==> src/rtl/conv_tap_feeder.sv <==
// Operand sequencer for the 3x3 convolution accumulator: 9-entry weight bank, serial pixel
// stream, one tap-ordered product per cycle. Define CONV_TAP_FEEDER_SAT_EN to saturate products.
module conv_tap_feeder #(
    parameter int DW   = 8,
    parameter int TAPS = 9
) (
    input  logic          clk,
    input  logic          rst_n,
    input  logic          load_req,
    input  logic          clear,
    input  logic          in_valid,
    input  logic [DW-1:0] in_data,
    output logic          in_ready,
    output logic [DW-1:0] prod,
    output logic          prod_valid,
    output logic          prod_last,
    output logic          busy,
    output logic          kernel_ok
);
    localparam int TW = (TAPS > 1) ? $clog2(TAPS) : 1;

    typedef enum logic [1:0] {
        ST_IDLE   = 2'd0,
        ST_LOAD_W = 2'd1,
        ST_STREAM = 2'd2
    } state_t;

    state_t        state_r, state_s;
    logic [TW-1:0] tap_r, tap_s;
    logic [DW-1:0] weight_r [TAPS];
    logic [DW-1:0] prod_r;
    logic          prod_valid_r, prod_last_r, kernel_ok_r, active_r;
    logic          xfer_s, last_tap_s;

    // Full-width unsigned product reduced to DW bits (wrap, or clamp in the saturating build).
    function automatic logic [DW-1:0] scale_product(input logic [DW-1:0] a, input logic [DW-1:0] b);
        logic [2*DW-1:0] full;
        full = {{DW{1'b0}}, a} * {{DW{1'b0}}, b};
`ifdef CONV_TAP_FEEDER_SAT_EN
        if (full[2*DW-1:DW] != {DW{1'b0}}) begin
            return {DW{1'b1}};
        end else begin
            return full[DW-1:0];
        end
`else
        return full[DW-1:0];
`endif
    endfunction

    assign xfer_s     = in_valid && active_r;
    assign last_tap_s = (tap_r == TW'(TAPS - 1));

    // Next-state and tap sequencing; clear overrides everything.
    always_comb begin
        state_s = state_r;
        tap_s   = tap_r;
        if (clear) begin
            state_s = ST_IDLE;
            tap_s   = {TW{1'b0}};
        end else begin
            case (state_r)
                ST_IDLE: begin
                    if (load_req) begin
                        state_s = ST_LOAD_W;
                    end else if (kernel_ok_r && in_valid) begin
                        state_s = ST_STREAM;
                    end else begin
                        state_s = ST_IDLE;
                    end
                end
                ST_LOAD_W: begin
                    if (xfer_s && last_tap_s) begin
                        state_s = ST_STREAM;
                        tap_s   = {TW{1'b0}};
                    end else if (xfer_s) begin
                        tap_s = tap_r + TW'(1);
                    end else begin
                        tap_s = tap_r;
                    end
                end
                ST_STREAM: begin
                    if (xfer_s) begin
                        tap_s = last_tap_s ? {TW{1'b0}} : tap_r + TW'(1);
                    end else begin
                        tap_s = tap_r;
                    end
                    // Reload only at a window boundary; a pixel taken this cycle still completes.
                    if (load_req && (tap_r == {TW{1'b0}})) begin
                        state_s = ST_LOAD_W;
                        tap_s   = {TW{1'b0}};
                    end else begin
                        state_s = ST_STREAM;
                    end
                end
                default: begin
                    state_s = ST_IDLE;
                    tap_s   = {TW{1'b0}};
                end
            endcase
        end
    end

    // State, tap and the registered ready/busy flag.
    always_ff @(posedge clk) begin
        if (!rst_n) begin
            state_r  <= ST_IDLE;
            tap_r    <= {TW{1'b0}};
            active_r <= 1'b0;
        end else begin
            state_r  <= state_s;
            tap_r    <= tap_s;
            active_r <= (state_s != ST_IDLE);
        end
    end

    // Weight bank writes, product issue and kernel-loaded flag.
    always_ff @(posedge clk) begin
        if (!rst_n) begin
            for (int i = 0; i < TAPS; i++) begin
                weight_r[i] <= {DW{1'b0}};
            end
            prod_r       <= {DW{1'b0}};
            prod_valid_r <= 1'b0;
            prod_last_r  <= 1'b0;
            kernel_ok_r  <= 1'b0;
        end else begin
            prod_valid_r <= 1'b0;
            prod_last_r  <= 1'b0;
            if (!clear && xfer_s) begin
                if (state_r == ST_LOAD_W) begin
                    weight_r[tap_r] <= in_data;
                    if (last_tap_s) begin
                        kernel_ok_r <= 1'b1;
                    end
                end else begin
                    prod_r       <= scale_product(in_data, weight_r[tap_r]);
                    prod_valid_r <= 1'b1;
                    prod_last_r  <= last_tap_s;
                end
            end
        end
    end

    assign in_ready   = active_r;
    assign busy       = active_r;
    assign prod       = prod_r;
    assign prod_valid = prod_valid_r;
    assign prod_last  = prod_last_r;
    assign kernel_ok  = kernel_ok_r;
endmodule

==> config.mk <==
export PLATFORM = sky130hd
export DESIGN_NAME = conv_tap_feeder
export DESIGN_NICKNAME = d
export VERILOG_FILES = /design/src/rtl/conv_tap_feeder.sv
export SDC_FILE = /design/constraint.sdc
export NUM_CORES = 1
export LEC_CHECK = 0
export ABC_AREA = 1
export ABC_CLOCK_PERIOD_IN_PS = 11400
export CAP_MARGIN = 30
export CORE_MARGIN = 5
export CORE_UTILIZATION = 50
export DETAILED_ROUTE_END_ITERATION = 10
export PLACE_DENSITY = 0.64
export SLEW_MARGIN = 10
export SYNTH_ARGS = -nofsm -noshare
export SYNTH_HDL_FRONTEND = slang
export SYNTH_SLANG_ARGS = --single-unit
==> constraint.sdc <==
create_clock -name clk -period 11.4 [get_ports clk]
set_clock_uncertainty 0.1 [all_clocks]
set_input_delay 1.14 -clock clk [delete_from_list [all_inputs] [get_ports clk]]
set_output_delay 1.14 -clock clk [all_outputs]
set_load 0.01 [all_outputs]
==> impl_metrics.json, run 1 <==
{
  "path_max_fanout": 65,
  "ys_ff_latch": 150,
  "firstDrtPassIters": 5,
  "initial_core_util_pct": 51.14,
  "post_cts.repair.setup_buffers": 0,
  "fmax_ghz": 0.1663,
  "core.rowCount": 45,
  "rsz0062_at_grt": "false",
  "p_per_area_mw_per_mm2": 140.1,
  "drive_above_1_share_pct": 5.217,
  "ys_warn_count": 0,
  "leakagePower_nw": 3.815,
  "hp-class": "flop to flop",
  "dieArea_mm2": 0.01821,
  "die-width_um": 134.9,
  "outcome": "complete, no violations",
  "drt-wirelength-per-cell_um": 16.28,
  "hpwl_um": 12110,
  "cts_buffers": 17,
  "peakVddDrop_mv": 0.1130,
  "end_kind": "flop",
  "ys_seq_area_share_pct": 54.90,
  "crit_slowest_cell": "buf_4",
  "cts_tree": "done",
  "syn_area_per_cell_um2": 8.798,
  "grt_pass1_vias": 5550,
  "final_core_util_pct": 57.14,
  "crit_path_start_kind": "flop",
  "synth_cell_type_count": 33,
  "most-common-layout-cells": "nand2_1, inv_1, nor2_1",
  "worst_pin_slew_ns": 0.9331,
  "ioPinCount": 26,
  "track_usage_pct": 21.66,
  "synth-edff-count": 128,
  "fp.dieH_um": 134.9,
  "max_cap_viol_count": 0,
  "syn_nets": 936,
  "port_buffers": 25,
  "synthCells": 887,
  "path_class": "flop to flop",
  "grt_overflow": 0,
  "setup_viol_count_final": 0,
  "arrival_ns": 6.24,
  "avgViaCountPerCell": 5.181,
  "crit_top_cell": "nand2_1",
  "period_share_pct": 52.74,
  "syn2layout_area_growth_pct": 11.72,
  "grt_start_max_net_pins": 66,
  "gp_congestion": 0.9329,
  "fin_crit_ns": 6.013,
  "required_ns": 11.63,
  "ys.flop_type": "edfxtp_1",
  "coreArea_mm2": 0.01526,
  "syn_area_mm2": 0.007804,
  "pre_cts_ws_ns": 5.377,
  "tns_ns": 0,
  "cts-root-buf": "clkbuf_16",
  "n_antenna_cell": 0,
  "final_nets": 957,
  "hold_buffers": 0,
  "insertion_delay_ns": 0.42,
  "drcViolationCount": 0,
  "hold_violations": 0,
  "antenna_found_initial": 0,
  "power_w": 0.001222,
  "setup_ws_ns": 5.387,
  "drv_slew": 0,
  "ctsResizeCount": 0,
  "critPathMaxStageDelay_ns": 0.57,
  "final_common_cell": "nand2_1",
  "cts_sinks": 150,
  "cts.clk_slew.worst_paths_ns": 0.06,
  "finalWirelength_um": 18410,
  "r2r_slack_ns": 5.39,
  "ant_nets": 0,
  "routed-via-count": 5860,
  "grt_pass1_wl_um": 30150,
  "htreeDepth": 4,
  "cts_buffer_depth": 2,
  "drtIter0Drc": 540,
  "slew_headroom_pct": 37.56,
  "async_flop_share_pct": 0
}
## area by class of cell
type | count | area [um2]
Fill cell | 1335 | 6540
Clock inverter | 14 | 107.6
Timing Repair Buffer | 35 | 336.6
Tap cell | 211 | 264.0
Sequential cell | 150 | 4285
Clock buffer | 17 | 425.4
Inverter | 150 | 563.0
Multi-Input combinational cell | 554 | 2736
## cells in the mapped netlist, types with 2 or more instances
cell type	instances	share of area [%]
o21ai_0	18	1.2
buf_6	6	0.87
nand2_2	2	0.16
a21oi_1	13	0.83
buf_2	13	0.83
ha_1	24	3.8
fa_1	12	3.1
xnor2_1	4	0.45
clkbuf_1	8	0.38
o21ai_1	2	0.13
nand2_1	220	11
edfxtp_1	128	49
inv_1	145	7.0
a221oi_1	2	0.22
nand3_1	98	6.3
dfxtp_1	22	5.6
a31oi_1	3	0.24
nand4_1	2	0.16
o211ai_1	2	0.19
nor2_1	143	6.9
inv_2	2	0.096
clkinv_1	3	0.14
buf_4	5	0.48
## report_power, final
| part | total [W] | switching, W | internal [W] |
|---|---|---|---|
| Combinational | 0.000113 | 0.0000745 | 0.0000389 |
| Sequential | 0.000607 | 0.00000304 | 0.000604 |
| Clock | 0.000502 | 0.000224 | 0.000277 |
| Total | 0.00122 | 0.000302 | 0.000920 |
## final timing paths
path | start | endpoint | cells past startpoint
setup / recovery | flop | prod[7]$_SDFFE_PN0P_ | 29
hold / removal | prod[4]$_SDFFE_PN0P_ | prod[4]$_SDFFE_PN0P_ | 2
setup reg to reg | flop | prod[7]$_SDFFE_PN0P_ | 29
hold reg to reg | prod[4]$_SDFFE_PN0P_ | prod[4]$_SDFFE_PN0P_ | 2
## state kept, by name (all words and copies together), names as in the netlist, named ones only
name / flops
state_r: 2
tap_r: 4
busy: 1
prod: 8
prod_last: 1
kernel_ok: 1
weight_r: 128
prod_valid: 1
## cell families (layout without fill, tap and decap cells)
logic type	Yosys count	count (layout)	share of synthesized area (%)
AO/OA/AOI/OAI	44	44	3.191
XOR/XNOR	5	5	0.5611
adder cells (fa/ha/maj)	36	36	6.926
buffers and inverters	183	216	10.04
flip-flops	150	150	54.90
AND/OR/NAND/NOR	469	469	24.39
## stage by stage
| stage | hold WS (ns) | instance area (um2) | cells |
|---|---|---|---|
| after floorplan | 0.4101 | 7804 | 887 |
| after global placement | 0.3690 | 8137 | 1095 |
| after detailed placement | 0.3779 | 8159 | 1097 |
| after CTS | 0.3937 | 8692 | 1128 |
| after global routing | 0.4055 | 8718 | 1131 |
| final | 0.3853 | 8718 | 1131 |
## routing by layer
metal | GRT usage, % | share of wire (%) | routed length (um)
met2 | 33.55 | 45 | 8375
met3 | 4.434 | 6.7 | 1227
met5 | 0 | 0 | 0
met4 | 8.119 | 2.4 | 443
met1 | 30.30 | 45 | 8362
## worst max-delay path, delay by kind of cell, from the launching register on
family,cells,cell delay [ns]
compound gates,1,0.16
xor+xnor,1,0.20
fa+ha+maj,5,2.21
buf+inv,8,1.60
flops,1,0.31
simple gates,14,1.30
Power figures use the tool's default switching activity.
==> run 2: changes to the inputs <==
--- a/config.mk
+++ b/config.mk
@@ -6,7 +6,7 @@
 export NUM_CORES = 1
 export LEC_CHECK = 0
 export ABC_AREA = 1
-export ABC_CLOCK_PERIOD_IN_PS = 11400
+export ABC_CLOCK_PERIOD_IN_PS = 6200
 export CAP_MARGIN = 30
 export CORE_MARGIN = 5
 export CORE_UTILIZATION = 50
==> constraint.sdc (replaced) <==
create_clock -name clk -period 6.2 [get_ports clk]
set_clock_uncertainty 0.1 [all_clocks]
set_input_delay 0.62 -clock clk [delete_from_list [all_inputs] [get_ports clk]]
set_output_delay 0.62 -clock clk [all_outputs]
set_load 0.01 [all_outputs]
==> impl_metrics.json, run 2 (same netlist as run 1, synthesis figures left out) <==
{
  "hp-class": "flop to flop",
  "rsz0062_at_grt": "false",
  "path_class": "flop to flop",
  "period_share_pct": 85.39,
  "seq_power_share_pct": 46.0,
  "dpl_cell_area_mm2": 0.008227,
  "final_cell_area_mm2": 0.008846,
  "track_usage_pct": 21.77,
  "largest_reg_flops": 128,
  "holdPathStages": 2,
  "cts_buffer_depth": 2,
  "fp.dieH_um": 134.9,
  "die-width_um": 134.9,
  "drt-wirelength-per-cell_um": 16.53,
  "ctsResizeCount": 0,
  "most-common-layout-cells": "nand2_1, inv_1, nor2_1",
  "cts-root-buf": "clkbuf_16",
  "firstDrtPassIters": 5,
  "final_common_cell": "nand2_1",
  "insertion_delay_ns": 0.43,
  "hold_violations": 0,
  "drcViolationCount": 0,
  "reg2regPathDepth": 28,
  "p_per_area_mw_per_mm2": 274.3,
  "final_core_util_pct": 57.97,
  "final_nets": 963,
  "fin_crit_ns": 5.294,
  "arrival_ns": 5.53,
  "drv_slew": 0,
  "avgViaCountPerCell": 5.155,
  "path_max_fanout": 64,
  "largest_register": "weight_r",
  "leakagePower_nw": 3.892,
  "cts_tree": "done",
  "required_ns": 6.43,
  "n_antenna_cell": 0,
  "multi_input_area_mm2": 0.002736,
  "critPathMaxStageDelay_ns": 0.58,
  "internal_power_w": 0.001892,
  "hpwl_um": 12470,
  "crit_slowest_cell": "buf_4",
  "ant_nets": 0,
  "seqCellArea_mm2": 0.004285,
  "antenna_found_initial": 0,
  "pwr-share-comb_pct": 8.8,
  "coreArea_mm2": 0.01526,
  "grt_overflow": 0,
  "holdWs_ns": 0.3892,
  "ioPinCount": 26,
  "htreeDepth": 4,
  "tns_ns": 0,
  "port_buffers": 25,
  "end_kind": "flop",
  "fmax_ghz": 0.1889,
  "core.rowCount": 45,
  "drive_above_1_share_pct": 5.292,
  "swShare_pct": 22.01,
  "cts_buffers": 17,
  "worst_pin_slew_ns": 0.9438,
  "crit_top_cell": "nand2_1",
  "syn2layout_area_growth_pct": 13.36,
  "grt_pass1_vias": 5623,
  "grt_start_max_net_pins": 65,
  "cts_sinks": 150,
  "hold_buffers": 0,
  "setup_viol_count_final": 0,
  "peakVddDrop_mv": 0.2119,
  "drtIter0Drc": 513,
  "post_cts.repair.setup_buffers": 0,
  "dieArea_mm2": 0.01821,
  "p_switching_w": 0.0005339,
  "outcome": "complete, no violations",
  "grt_pass1_wl_um": 30280,
  "cts.clk_slew.worst_paths_ns": 0.06,
  "max_cap_viol_count": 0,
  "fillers": 1362,
  "clkPwrFrac_pct": 45.2,
  "initial_core_util_pct": 51.14,
  "slew_headroom_pct": 36.85,
  "gp_congestion": 0.9426,
  "routed-via-count": 5861,
  "finalWirelength_um": 18790,
  "crit_path_start_kind": "flop"
}
-- run 2: cell types whose count changed in the layout (fill, tap and decap cells not counted), sizes merged --
cell      change
clkinvlp      -4
clkbuf        +4
clkinv        -4
buf           +6
inv           -1
bufinv        +5
-- run 2: per-stage QoR --
step / setup slack, ns / power [W] / instances
final: 0.9060 / 0.002426 / 1137
after global routing: 0.4170 / 0.002516 / 1137
after CTS: 0.9461 / 0.002437 / 1137
after detailed placement: 0.9139 / 0.001346 / 1106
after global placement: 0.9654 / 0.001346 / 1101
after floorplan: 1.747 / 0.001282 / 887
-- run 2: power groups by stage --
stage	clock network (W)	registers [W]	logic, W
global placement	0	0.00114	0.000209
CTS	0.00111	0.00112	0.000214
detailed placement	0	0.00114	0.000209
global route	0.00115	0.00112	0.000245
finish	0.00110	0.00112	0.000214
floorplan	0	0.00114	0.000145
-- run 2: area by class of cell --
class                      instances  area share [%]
clock buffer                      21           4.979
clock inverter                    10           2.023
inverter                         150           6.365
multi-input combinational        554           30.93
sequential                       150           48.44
tap                              211           2.984
timing repair buffer              41           4.272
-- run 2: final timing paths --
path | start | to | slack [ns]
min reg2reg | prod[4]$_SDFFE_PN0P_ | prod[4]$_SDFFE_PN0P_ | 0.39
max reg2reg | flop | prod[7]$_SDFFE_PN0P_ | 0.91
min | prod[4]$_SDFFE_PN0P_ | prod[4]$_SDFFE_PN0P_ | 0.39
max | flop | prod[7]$_SDFFE_PN0P_ | 0.91
-- run 2: critical path, delay by kind of cell, from the launching register on --
kind            cells  cell delay [ns]
fa+ha+maj           5             2.10
simple gates       14             1.34
buf+inv             7             0.94
flops               1             0.34
xor+xnor            1             0.21
compound gates      1             0.16
-- run 2: layer usage --
layer  GRT usage [%]  part of all wire, %  vias up
met5               0                    0        -
met3           4.173                  6.7       23
met1           30.24                   45     2767
met2           34.35                   47      205
met4           7.783                  1.9        0
li1                -                    -     2866
==> run 3: changes to the inputs <==
--- a/config.mk
+++ b/config.mk
@@ -12,6 +12,7 @@
 export CORE_UTILIZATION = 50
 export DETAILED_ROUTE_END_ITERATION = 10
 export PLACE_DENSITY = 0.64
+export RECOVER_POWER = 25
 export SLEW_MARGIN = 10
 export SYNTH_ARGS = -nofsm -noshare
 export SYNTH_HDL_FRONTEND = slang
==> impl_metrics.json, run 3 (same netlist as run 1, synthesis figures left out) <==
{
  "outcome": "complete, no violations",
  "cts_buffers": 17,
  "grt_overflow": 0,
  "antenna_found_initial": 0,
  "path_max_fanout": 64,
  "routed-via-count": 5849,
  "highest_layer": "met4",
  "initial_core_util_pct": 51.14,
  "ant_nets": 0,
  "drcViolationCount": 0,
  "critPathCapture": "prod[7]$_SDFFE_PN0P_",
  "final_nets": 963,
  "peakVddDrop_mv": 0.2110,
  "fin_crit_ns": 5.315,
  "cts_tree": "done",
  "cts_buffer_depth": 2,
  "multi_input_area_mm2": 0.002736,
  "r2r_slack_ns": 0.88,
  "wl_met3_um": 1079,
  "final_common_cell": "nand2_1",
  "worst_pin_slew_ns": 0.9425,
  "arrival_ns": 5.55,
  "grt_start_max_net_pins": 65,
  "slew_headroom_pct": 36.94,
  "wl_met1_um": 8517,
  "crit_top_cell": "nand2_1",
  "largest_register": "weight_r",
  "gp_congestion": 0.9426,
  "drv_slew": 0,
  "critPathMaxStageDelay_ns": 0.57,
  "firstDrtPassIters": 5,
  "setup_viol_count_final": 0,
  "met2_length_um": 8793,
  "insertion_delay_ns": 0.43,
  "port_buffers": 25,
  "hold_buffers": 0,
  "die-width_um": 134.9,
  "p_per_area_mw_per_mm2": 274.3,
  "period_share_pct": 85.73,
  "tns_ns": 0,
  "grt_pass1_wl_um": 30280,
  "n_antenna_cell": 0,
  "largest_reg_flops": 128,
  "core.rowCount": 45,
  "syn2layout_area_growth_pct": 13.16,
  "ctsResizeCount": 0,
  "fp.dieH_um": 134.9,
  "avgViaCountPerCell": 5.144,
  "grt_pass1_vias": 5623,
  "crit_path_start_kind": "flop",
  "ioPinCount": 26,
  "track_usage_pct": 21.77,
  "place_inst": 1106,
  "drt-wirelength-per-cell_um": 16.48,
  "rsz0062_at_grt": "false",
  "cts.clk_slew.worst_paths_ns": 0.06,
  "hp-class": "flop to flop",
  "fmax_ghz": 0.1881,
  "timing.rr.end": "prod[7]$_SDFFE_PN0P_",
  "htreeDepth": 4,
  "post_cts.repair.setup_buffers": 0,
  "reg2regPathDepth": 28,
  "max_cap_viol_count": 0,
  "final_cells": 1137,
  "dieArea_mm2": 0.01821,
  "coreArea_mm2": 0.01526,
  "power_w": 0.002422,
  "crit_slowest_cell": "buf_4",
  "final_core_util_pct": 57.88,
  "most-common-layout-cells": "nand2_1, inv_1, nor2_1",
  "hpwl_um": 12470,
  "cts_sinks": 150,
  "hold_violations": 0,
  "fillers": 1369,
  "seqCellArea_mm2": 0.004285,
  "leakagePower_nw": 3.894,
  "end_kind": "flop",
  "cts-root-buf": "clkbuf_16",
  "drive_above_1_share_pct": 4.860,
  "finalWirelength_um": 18740,
  "path_class": "flop to flop",
  "required_ns": 6.43,
  "drtIter0Drc": 492
}
==> run 3: power breakdown <==
part,switching (W),internal [W],leakage [nW]
Sequential,0.00000567,0.00111,1.42
Clock,0.000387,0.000708,0.295
Combinational,0.000140,0.0000713,2.18
==> run 3: layer usage <==
metal | up-vias | global-route usage, %
met5 | - | 0
met4 | 0 | 7.783
met3 | 24 | 4.173
met2 | 185 | 34.35
met1 | 2772 | 30.24
li1 | 2868 | -
==> run 3: metrics by stage <==
step / hold slack, ns / area, um2 / setup WS (ns)
global placement: 0.3724 / 8182 / 0.9654
floorplan: 0.4101 / 7804 / 1.747
CTS: 0.3903 / 8846 / 0.9461
detailed placement: 0.3786 / 8227 / 0.9139
global route: 0.4136 / 8831 / 0.4171
finish: 0.3834 / 8831 / 0.8849
==> run 3: critical path: cells and delay by family (launching register included) <==
kind / cells / cell delay [ns]
flip-flops: 1 / 0.34
XOR/XNOR: 1 / 0.21
buffers and inverters: 7 / 0.93
adder cells (fa/ha/maj): 5 / 2.09
AND/OR/NAND/NOR: 14 / 1.37
AO/OA/AOI/OAI: 1 / 0.16
==> run 3: cell type report <==
cell class                      count  share of cell area, %
Clock buffer                       21                  4.987
Tap cell                          211                  2.990
Multi-Input combinational cell    554                  30.99
Inverter                          150                  6.376
Sequential cell                   150                  48.53
Timing Repair Buffer               41                  4.109
Clock inverter                     10                  2.026
==> run 3: worst min-delay path by stage <==
| stage | from | end | slack (ns) | depth (start not counted) |
|---|---|---|---|---|
| 6_report | prod[4]$_SDFFE_PN0P_ | prod[4]$_SDFFE_PN0P_ | 0.38 | 2 |
| 3_5_place_dp | prod[1]$_SDFFE_PN0P_ | prod[1]$_SDFFE_PN0P_ | 0.38 | 2 |
| 2_1_floorplan | kernel_ok$_SDFFE_PN0P_ | kernel_ok$_SDFFE_PN0P_ | 0.41 | 2 |
| 4_1_cts | prod[4]$_SDFFE_PN0P_ | prod[4]$_SDFFE_PN0P_ | 0.39 | 2 |
| 3_3_place_gp | prod[1]$_SDFFE_PN0P_ | prod[1]$_SDFFE_PN0P_ | 0.37 | 2 |
| 5_1_grt | prod[4]$_SDFFE_PN0P_ | prod[4]$_SDFFE_PN0P_ | 0.41 | 2 |
